[src/rtl/voice_allocator.sv]
// rtl/voice_allocator.sv - note-on/note-off to voice assignment with queued parameter-RAM writes
module voice_allocator #(
    parameter int VOICE_BITS = 4,
    parameter int FIFO_DEPTH = 4
) (
    input  logic                          clk,
    input  logic                          reset,
    input  logic                          ev_valid,
    output logic                          ev_ready,
    input  logic                          ev_note_on,
    input  logic [6:0]                    ev_note,
    input  logic [6:0]                    ev_velocity,
    input  logic                          upd_grant,
    output logic                          pram_we,
    output logic [VOICE_BITS-1:0]         pram_addr,
    output logic [15:0]                   pram_data,
    output logic [(1<<VOICE_BITS)-1:0]    voices_active,
    output logic [$clog2(FIFO_DEPTH):0]   fifo_count
);

    localparam int NV = 1 << VOICE_BITS;
    localparam int PW = $clog2(FIFO_DEPTH);
    localparam int EW = VOICE_BITS + 16;

    typedef enum logic [1:0] {IDLE, SCAN, DECIDE, ENQ} state_t;

    state_t state, state_nxt;

    logic                  accept;
    logic                  push;
    logic                  pop;
    logic                  fifo_full;

    logic                  cap_on;
    logic [6:0]            cap_note;
    logic [6:0]            cap_vel;
    logic [VOICE_BITS-1:0] scan_idx;
    logic                  match_found;
    logic [VOICE_BITS-1:0] match_idx;
    logic                  free_found;
    logic [VOICE_BITS-1:0] free_idx;
    logic [VOICE_BITS-1:0] steal_ptr;

    logic [NV-1:0]         gate;
    logic [6:0]            note_tab [NV];

    logic [VOICE_BITS-1:0] pay_addr;
    logic [15:0]           pay_data;

    logic [VOICE_BITS-1:0] dec_voice;
    logic                  dec_retrig;

    logic [EW-1:0]         mem [FIFO_DEPTH];
    logic [PW-1:0]         wr_ptr;
    logic [PW-1:0]         rd_ptr;

    assign voices_active = gate;
    assign pop           = upd_grant && (fifo_count != '0);
    assign fifo_full     = (fifo_count == (PW+1)'(FIFO_DEPTH));

    always_ff @(posedge clk or negedge reset) begin
        if (!reset) begin
            state <= IDLE;
        end else begin
            state <= state_nxt;
        end
    end

    always_comb begin
        state_nxt = state;
        case (state)
            IDLE:    if (accept) state_nxt = SCAN;
            SCAN:    if (&scan_idx) state_nxt = DECIDE;
            DECIDE:  state_nxt = (!cap_on && !match_found) ? IDLE : ENQ;
            ENQ:     if (push) state_nxt = IDLE;
            default: state_nxt = IDLE;
        endcase
    end

    // A full FIFO still accepts the push when the same edge pops an entry.
    always_comb begin
        ev_ready = (state == IDLE);
        accept   = ev_ready && ev_valid;
        push     = (state == ENQ) && (!fifo_full || pop);
    end

    // Priority: retrigger a matching voice, else take a free one, else steal round-robin.
    always_comb begin
        dec_voice  = steal_ptr;
        dec_retrig = 1'b1;
        if (match_found) begin
            dec_voice  = match_idx;
            dec_retrig = 1'b1;
        end else if (free_found) begin
            dec_voice  = free_idx;
            dec_retrig = 1'b0;
        end
    end

    always_ff @(posedge clk or negedge reset) begin
        if (!reset) begin
            cap_on      <= 1'b0;
            cap_note    <= '0;
            cap_vel     <= '0;
            scan_idx    <= '0;
            match_found <= 1'b0;
            match_idx   <= '0;
            free_found  <= 1'b0;
            free_idx    <= '0;
            steal_ptr   <= '0;
            gate        <= '0;
            pay_addr    <= '0;
            pay_data    <= '0;
            for (int i = 0; i < NV; i++) begin
                note_tab[i] <= '0;
            end
        end else begin
            case (state)
                IDLE: begin
                    if (accept) begin
                        cap_on      <= ev_note_on;
                        cap_note    <= ev_note;
                        cap_vel     <= ev_velocity;
                        scan_idx    <= '0;
                        match_found <= 1'b0;
                        free_found  <= 1'b0;
                    end
                end
                SCAN: begin
                    if (gate[scan_idx] && (note_tab[scan_idx] == cap_note) && !match_found) begin
                        match_found <= 1'b1;
                        match_idx   <= scan_idx;
                    end
                    if (!gate[scan_idx] && !free_found) begin
                        free_found <= 1'b1;
                        free_idx   <= scan_idx;
                    end
                    scan_idx <= scan_idx + 1'b1;
                end
                DECIDE: begin
                    if (cap_on) begin
                        gate[dec_voice]     <= 1'b1;
                        note_tab[dec_voice] <= cap_note;
                        pay_addr            <= dec_voice;
                        pay_data            <= {1'b1, cap_note, cap_vel, dec_retrig};
                        if (!match_found && !free_found) begin
                            steal_ptr <= steal_ptr + 1'b1;
                        end
                    end else if (match_found) begin
                        gate[match_idx] <= 1'b0;
                        pay_addr        <= match_idx;
                        pay_data        <= {1'b0, note_tab[match_idx], cap_vel, 1'b0};
                    end
                end
                default: ;
            endcase
        end
    end

    always_ff @(posedge clk) begin
        if (push) begin
            mem[wr_ptr] <= {pay_addr, pay_data};
        end
    end

    always_ff @(posedge clk or negedge reset) begin
        if (!reset) begin
            wr_ptr     <= '0;
            rd_ptr     <= '0;
            fifo_count <= '0;
            pram_we    <= 1'b0;
            pram_addr  <= '0;
            pram_data  <= '0;
        end else begin
            if (push) begin
                wr_ptr <= wr_ptr + 1'b1;
            end
            pram_we <= pop;
            if (pop) begin
                rd_ptr                 <= rd_ptr + 1'b1;
                {pram_addr, pram_data} <= mem[rd_ptr];
            end
            case ({push, pop})
                2'b10:   fifo_count <= fifo_count + 1'b1;
                2'b01:   fifo_count <= fifo_count - 1'b1;
                default: ;
            endcase
        end
    end

endmodule
[config.mk]
export PLATFORM = sky130hd
export DESIGN_NAME = voice_allocator
export DESIGN_NICKNAME = d
export VERILOG_FILES = /design/src/rtl/voice_allocator.sv
export SDC_FILE = /design/constraint.sdc
export NUM_CORES = 1
export LEC_CHECK = 0
export ABC_AREA = 1
export CAP_MARGIN = 20
export CORE_AREA = 2 2 136 192
export DETAILED_ROUTE_END_ITERATION = 6
export DIE_AREA = 0 0 138 194
export GPL_TIMING_DRIVEN = 0
export PLACE_DENSITY = 0.76
export SYNTH_ARGS = -nofsm -noshare
export SYNTH_HDL_FRONTEND = slang
export SYNTH_SLANG_ARGS = --single-unit
[constraint.sdc]
create_clock -name clk -period 2.22 [get_ports clk]
set_input_delay 0.333 -clock clk [delete_from_list [all_inputs] [get_ports clk]]
set_output_delay 0.333 -clock clk [all_outputs]
set_load 0.02 [all_outputs]
# Yosys cells after proc, flatten, opt, wreduce, memory -nomap -nowiden
# Memory sizes are Yosys's and may differ from the RTL's. A register that Yosys moved wholly into a read port is not among the register bits.
# Index checks and enable logic that the tools add are counted.
dict set report totals {
  out_inout_bits 41
  mem_count 1
  regBits 191
  input_bits 19
  wordCells 141
  ram_bits 80
}
# name depth width rd rd_clocked_by_memory_dff wr line
set memory_table {}
lappend memory_table {mem 4 20 1 1 1 53} ;# logic [EW-1:0] mem [FIFO_DEPTH];
dict set report op_classes {
  reduce_logical 34
  n_addsub 6
  bitwise 6
  muxes 40
  n_lt_le_gt_ge 9
  n_eq_ne 12
}
# cell count
set ops {}
lappend ops {{$bwmux 112} 1}
lappend ops {{$mux 16} 4}
lappend ops {{$bmux 7 s4} 2}
lappend ops {{$mux 7} 5}
lappend ops {{$demux 7 s4} 1}
lappend ops {{$mux 4} 5}
lappend ops {{$and 16x16->16} 1}
lappend ops {{$not 16->16} 1}
lappend ops {{$or 16x16->16} 1}
lappend ops {{$ge 5x5->1 const B} 3}
lappend ops {{$lt 4x5->1 const B} 3}
lappend ops {{$not 4->5} 3}
lappend ops {{$reduce_and 2->1} 6}
lappend ops {{$reduce_and 3->1} 4}
lappend ops {{$logic_and 1x1->1} 11}
lappend ops {{$mux 1} 10}
lappend ops {{$add 4x1->4 const B} 2}
lappend ops {{$demux 1 s4} 2}
lappend ops {{$ge 4x1->1 const B} 2}
lappend ops {{$mux 2} 4}
lappend ops {{$ne 2x2->1 const B} 4}
lappend ops {{$pmux 2 s4} 1}
lappend ops {{$pmux 4 s2} 1}
lappend ops {{$eq 7x7->1} 1}
lappend ops {{17 further kinds} 29}

# Logic depth before layout (Yosys ltp)
dict set report depth {
  word_depth 9
  depth_mapped 16
  mapped_depth_nobuf 14
}

# Worst setup path before layout
# Ideal clock, no wire load.
dict set report synth_timing {
  kind {register -> register}
  start {register fifo_count[0]}
  end {memory mem[0][0] (netlist bit) (enable)}
  setup_slack_ns -0.072
  synth_period_minus_slack_ns 2.292
  setup_ns 0.397
  arrival_time_ns 1.895
  stages_incl_launch_ff 5
  path_cell_list {dfrtp_1 > nor2_1 > a31oi_1 > inv_1 > nor2_1}
}
dict set report synth_via {
  elab_chain_len 6
}
# element line
set synth_lines {}
lappend synth_lines {{start, declared} 18} ;# output logic [$clog2(FIFO_DEPTH):0] fifo_count
lappend synth_lines {{start signal, assigned} 184} ;# 2'b10: fifo_count <= fifo_count + 1'b1;
lappend synth_lines {{start signal, assigned} 185} ;# 2'b01: fifo_count <= fifo_count - 1'b1;
lappend synth_lines {{$eq 3x3->1 / $reduce_bool 3->1 (equally long branches)} {59, 58}}
lappend synth_lines {{$logic_not 1->1 / $logic_and 1x1->1 (equally long branches)} {84, 58}}
lappend synth_lines {{$logic_or 1x1->1 (*)} 84} ;# push = (state == ENQ) && (!fifo_full || pop);
lappend synth_lines {{$logic_and 1x1->1 (*)} 84}
lappend synth_lines {{$mux 1 (*)} 161} ;# if (push) begin
lappend synth_lines {{$mux 1 (not written as such) (*)} 162} ;# mem[wr_ptr] <= {pay_addr, pay_data};
lappend synth_lines {{end, declared} 53}
# Mark *: on every way between the ends. The rest lies on a longest branch, timed or not.

# Worst setup path in the final report
dict set report layout_timing {
  start {register match_idx[1]}
  end {register pay_data[10]}
}
dict set report layout_via {
  elab_chain_len 6
}
# element line
set layout_lines {}
lappend layout_lines {{start, declared} 39} ;# logic [VOICE_BITS-1:0] match_idx;
lappend layout_lines {{start signal, assigned} 132} ;# match_idx <= scan_idx;
lappend layout_lines {{$not 4->5 (not written as such)} 152} ;# pay_data <= {1'b0, note_tab[match_idx], cap_vel, 1'b0};
lappend layout_lines {{$bmux 7 s4} 152}
lappend layout_lines {{$mux 7 (not written as such) (2 in series)} 152}
lappend layout_lines {{$mux 16} 149} ;# end else if (match_found) begin
lappend layout_lines {{$mux 16} 141} ;# if (cap_on) begin
lappend layout_lines {{end signal, assigned} 145} ;# pay_data <= {1'b1, cap_note, cap_vel, dec_retrig};
lappend layout_lines {{end signal, assigned} 152}
lappend layout_lines {{end, declared} 48} ;# logic [15:0] pay_data;
# Every way passes these cells. The select of a mux whose other input is x is not followed.
# A chain may end at the register's enable or synchronous reset.

==> run metrics <==
status=finished clean; area of the multi-input gates=5283 um^2; WP data arrival=2.62 ns; Core Util, Final=0.6415; largest family of logic cells by synthesized area=simple AND/OR/NAND/NOR gates; worst-path cell chain=inv_4 > nand2_2 > buf_4 > o22ai_1 > o21ai_0 > nand3_2 > o31ai_4 > nand2_1; Compound-Gate Fraction of Synth Area=0.1315; Crit. End Element=register; max-slew violations=0; WP data required=2.65 ns; critical path type=register to register; share of cells above drive strength 1=0.1218; post-synthesis cell type count=40; period utilization=0.9856; Post-Syn Area=between 10000 and 15000 um^2; #FFs+latches synth=between 200 and 300; HPWL after detailed placement=32.30 mm; Slew @ Worst Pin=about 0.78 ns; Syn-to-layout area delta=18.03%; HP Class=primary input to register; first-pass GRT wire length=68.45 mm; vias in the first global route=approximately 12000; final clock skew=0.01436 ns; Worst Setup Start Kind=register; clk buf depth=3; Core ar.=25040 um^2; WHS Endpoint=cap_vel[4]$_DFFE_PN0P_; Synth Instances=1574; global route overflow=0; Synth Area in Simple Gates=0.2280; Yosys warning total=0; final WL=45.07 mm; row count=69; fillers=~2200; IO Port Bufs=59; mux share of post-synthesis cell area=0; synth cell count leaders=456 x nand2_1, 211 x dfrtp_1, 182 x nor2_1; DR iter-0 viols=1100; vias per cell=5.805; CTS buffer count=28; initial antenna violation count=0; Async S/R FF share, synth=0.7251; Initial Util=0.5435; EDFF count, synth=80; total power=22.01 mW; CTS Root Cell=clkbuf_16; TritonRoute pass-1 iters=7; gr usage total=0.3358; CP Max Fanout=10; top-count cell post-synth=nand2_1; power per standard cell area=approximately 1400 nW/um^2; post-synth top area cell=dfrtp_1; Avg Inst Size Synth=8.645 um^2; TritonCTS clock tree=done; Slew HR=0.4813; # IOs=60; worst-skew pair later-pin latency=approximately 0.55 ns; number of diodes=0; top cells by area, synth=dfrtp_1 39%, edfxtp_1 18%, nand2_1 13%; ys flop type=dfrtp_1; sequential area share after synthesis=0.5646; Reg2Reg Depth=8; area of the die=26770 um^2; reg2reg end=pay_data[10]$_DFFE_PN0P_; pin count of the biggest net entering global routing=124; Max H-tree Level=1; number of clock sinks=291; Die Ht=194 um; worst reg2reg startpoint=match_idx[1]$_DFFE_PN0P_; XOR/XNOR Fraction of Synth Area=0.005149; Hold Path Depth=3; Finish-stage setup viols=0; Storage cell area=7685 um^2; Post-Synth Adder-Cell Area=0.006989; GP Congestion=1.032; maximum vdd drop=0.9966 mV; leakage power=6.924 nW; CTS clk-pin slew, worst paths=0.07 ns; Hold Path Origin=ev_velocity[4]; r2r setup slk=0.03 ns; share of the synthesized area in the top cell type=0.3880; drt wl/cell=between 20 and 25 um; Max Cap Viol=0; Nets=around 1700; drt drc=0; Worst path max stage delay=0.51 ns; vias=11720; Final Critical Period=2.188 ns; Fmax achieved=around 460 MHz; Synth Net Count=1600; slowest CP cell=dfrtp_2; Detail Route Antenna Nets=0; RSZ-0062 raised after global routing=true; die width=138 um; endpoints failing hold=0
[metrics by stage]
step                         TNS, ns  cell area [um^2]  worst slack, ns  hold WS, ns  instances
final                              0             16060          0.03199       0.3506       2019
after global routing        -0.07638             16060         -0.03962       0.3567       2019
after CTS                 -0.0002709             15790       -0.0002709       0.3437       2012
after detailed placement      -15.73             14710          -0.8485       0.3961       1957
after global placement      -1793.15             14600           -8.116       0.4589       1952
after floorplan               -5.768             13610         -0.07210      0.03741       1574
[worst max path at each step]
| stage | from | end | cells past startpoint | slack, ns |
|---|---|---|---|---|
| detailed placement | match_idx[0]$_DFFE_PN0P_ | pay_data[10]$_DFFE_PN0P_ | 8 | -0.85 |
| finish | match_idx[1]$_DFFE_PN0P_ | pay_data[10]$_DFFE_PN0P_ | 8 | 0.03 |
| global route | match_idx[1]$_DFFE_PN0P_ | pay_data[11]$_DFFE_PN0P_ | 10 | -0.04 |
| floorplan | fifo_count[0]$_DFFE_PN0P_ | mem[0][0]$_DFFE_PP_ | 4 | -0.07 |
| CTS | match_idx[0]$_DFFE_PN0P_ | pay_data[10]$_DFFE_PN0P_ | 8 | -0.0003 |
| global placement | reset | note_tab[106]$_DFFE_PN0P_ | 1 | -8.12 |
[layer usage]
layer  routed length [um]  global-route usage  up-vias
li1                     -                   -     5397
met1                16250              0.3869     5619
met2                22370              0.5803      538
met3                 2932             0.04594      167
met4                 3514              0.2294        0
met5                    0                   0        -
[placed cells by master (no fill, tap or decap), types with 22 or more instances in the layout]
master           instances
dfrtp_1                209
o21ai_1                110
clkbuf_1                31
nor2_1                 166
inv_1                   95
o21ai_0                103
a21oi_1                 24
a31oi_1                 22
clkdlybuf4s50_1         57
edfxtp_1                80
nand2_1                446
a22oi_1                 32
nand3_1                 63
clkbuf_16               29
[where the power goes]
| part | switching [mW] | internal, mW | leakage, nW |
|---|---|---|---|
| Combinational | 6.48 | 3.03 | 2.96 |
| Sequential | 0.858 | 6.82 | 3.52 |
| Clock | 2.13 | 2.70 | 0.444 |
| Total | 9.46 | 12.5 | 6.92 |
[timing repair]
item / in CTS / in global routing
pin swaps: 2 / 7
resized for setup: 46 / 63
buffers inserted: 3 / 7
hold endpoints to repair: 88 / 0
hold buffers: 1 / 0
setup endpoints to repair: 45 / 55
gates cloned: 0 / 0
[critical path: cells and delay by family, from the launching register on]
| family | cells | cell delay (ns) |
|---|---|---|
| compound gates | 3 | 0.69 |
| buf+inv | 2 | 0.37 |
| flops | 1 | 0.51 |
| simple gates | 3 | 0.48 |
[kinds of logic (layout without fill, tap and decap cells)]
group | Yosys count | count (layout)
and+or+nand+nor | 751 | 751
adders and majority gates | 7 | 7
xor gates and xnor gates | 8 | 8
DFF | 291 | 291
buffers and inverters | 193 | 319
AOI/OAI and AO/OA | 324 | 324
[state kept, by name, indices dropped and copies added, names as in the netlist, 7 cells and up]
name and flops:
mem 80, note_tab 112, pram_data 16, pay_data 16, cap_vel 7, voices_active 16
cap_note 7
[final cells by class]
class                      count  share of cell area
sequential                   291              0.4785
inverter                     110             0.02781
timing repair buffer          75             0.04955
clock buffer                  36             0.04807
clock inverter                16            0.009037
tap                          319             0.02485
multi-input combinational   1090              0.3289
buffer                        82             0.03327
(Power assumes the default switching activity.)
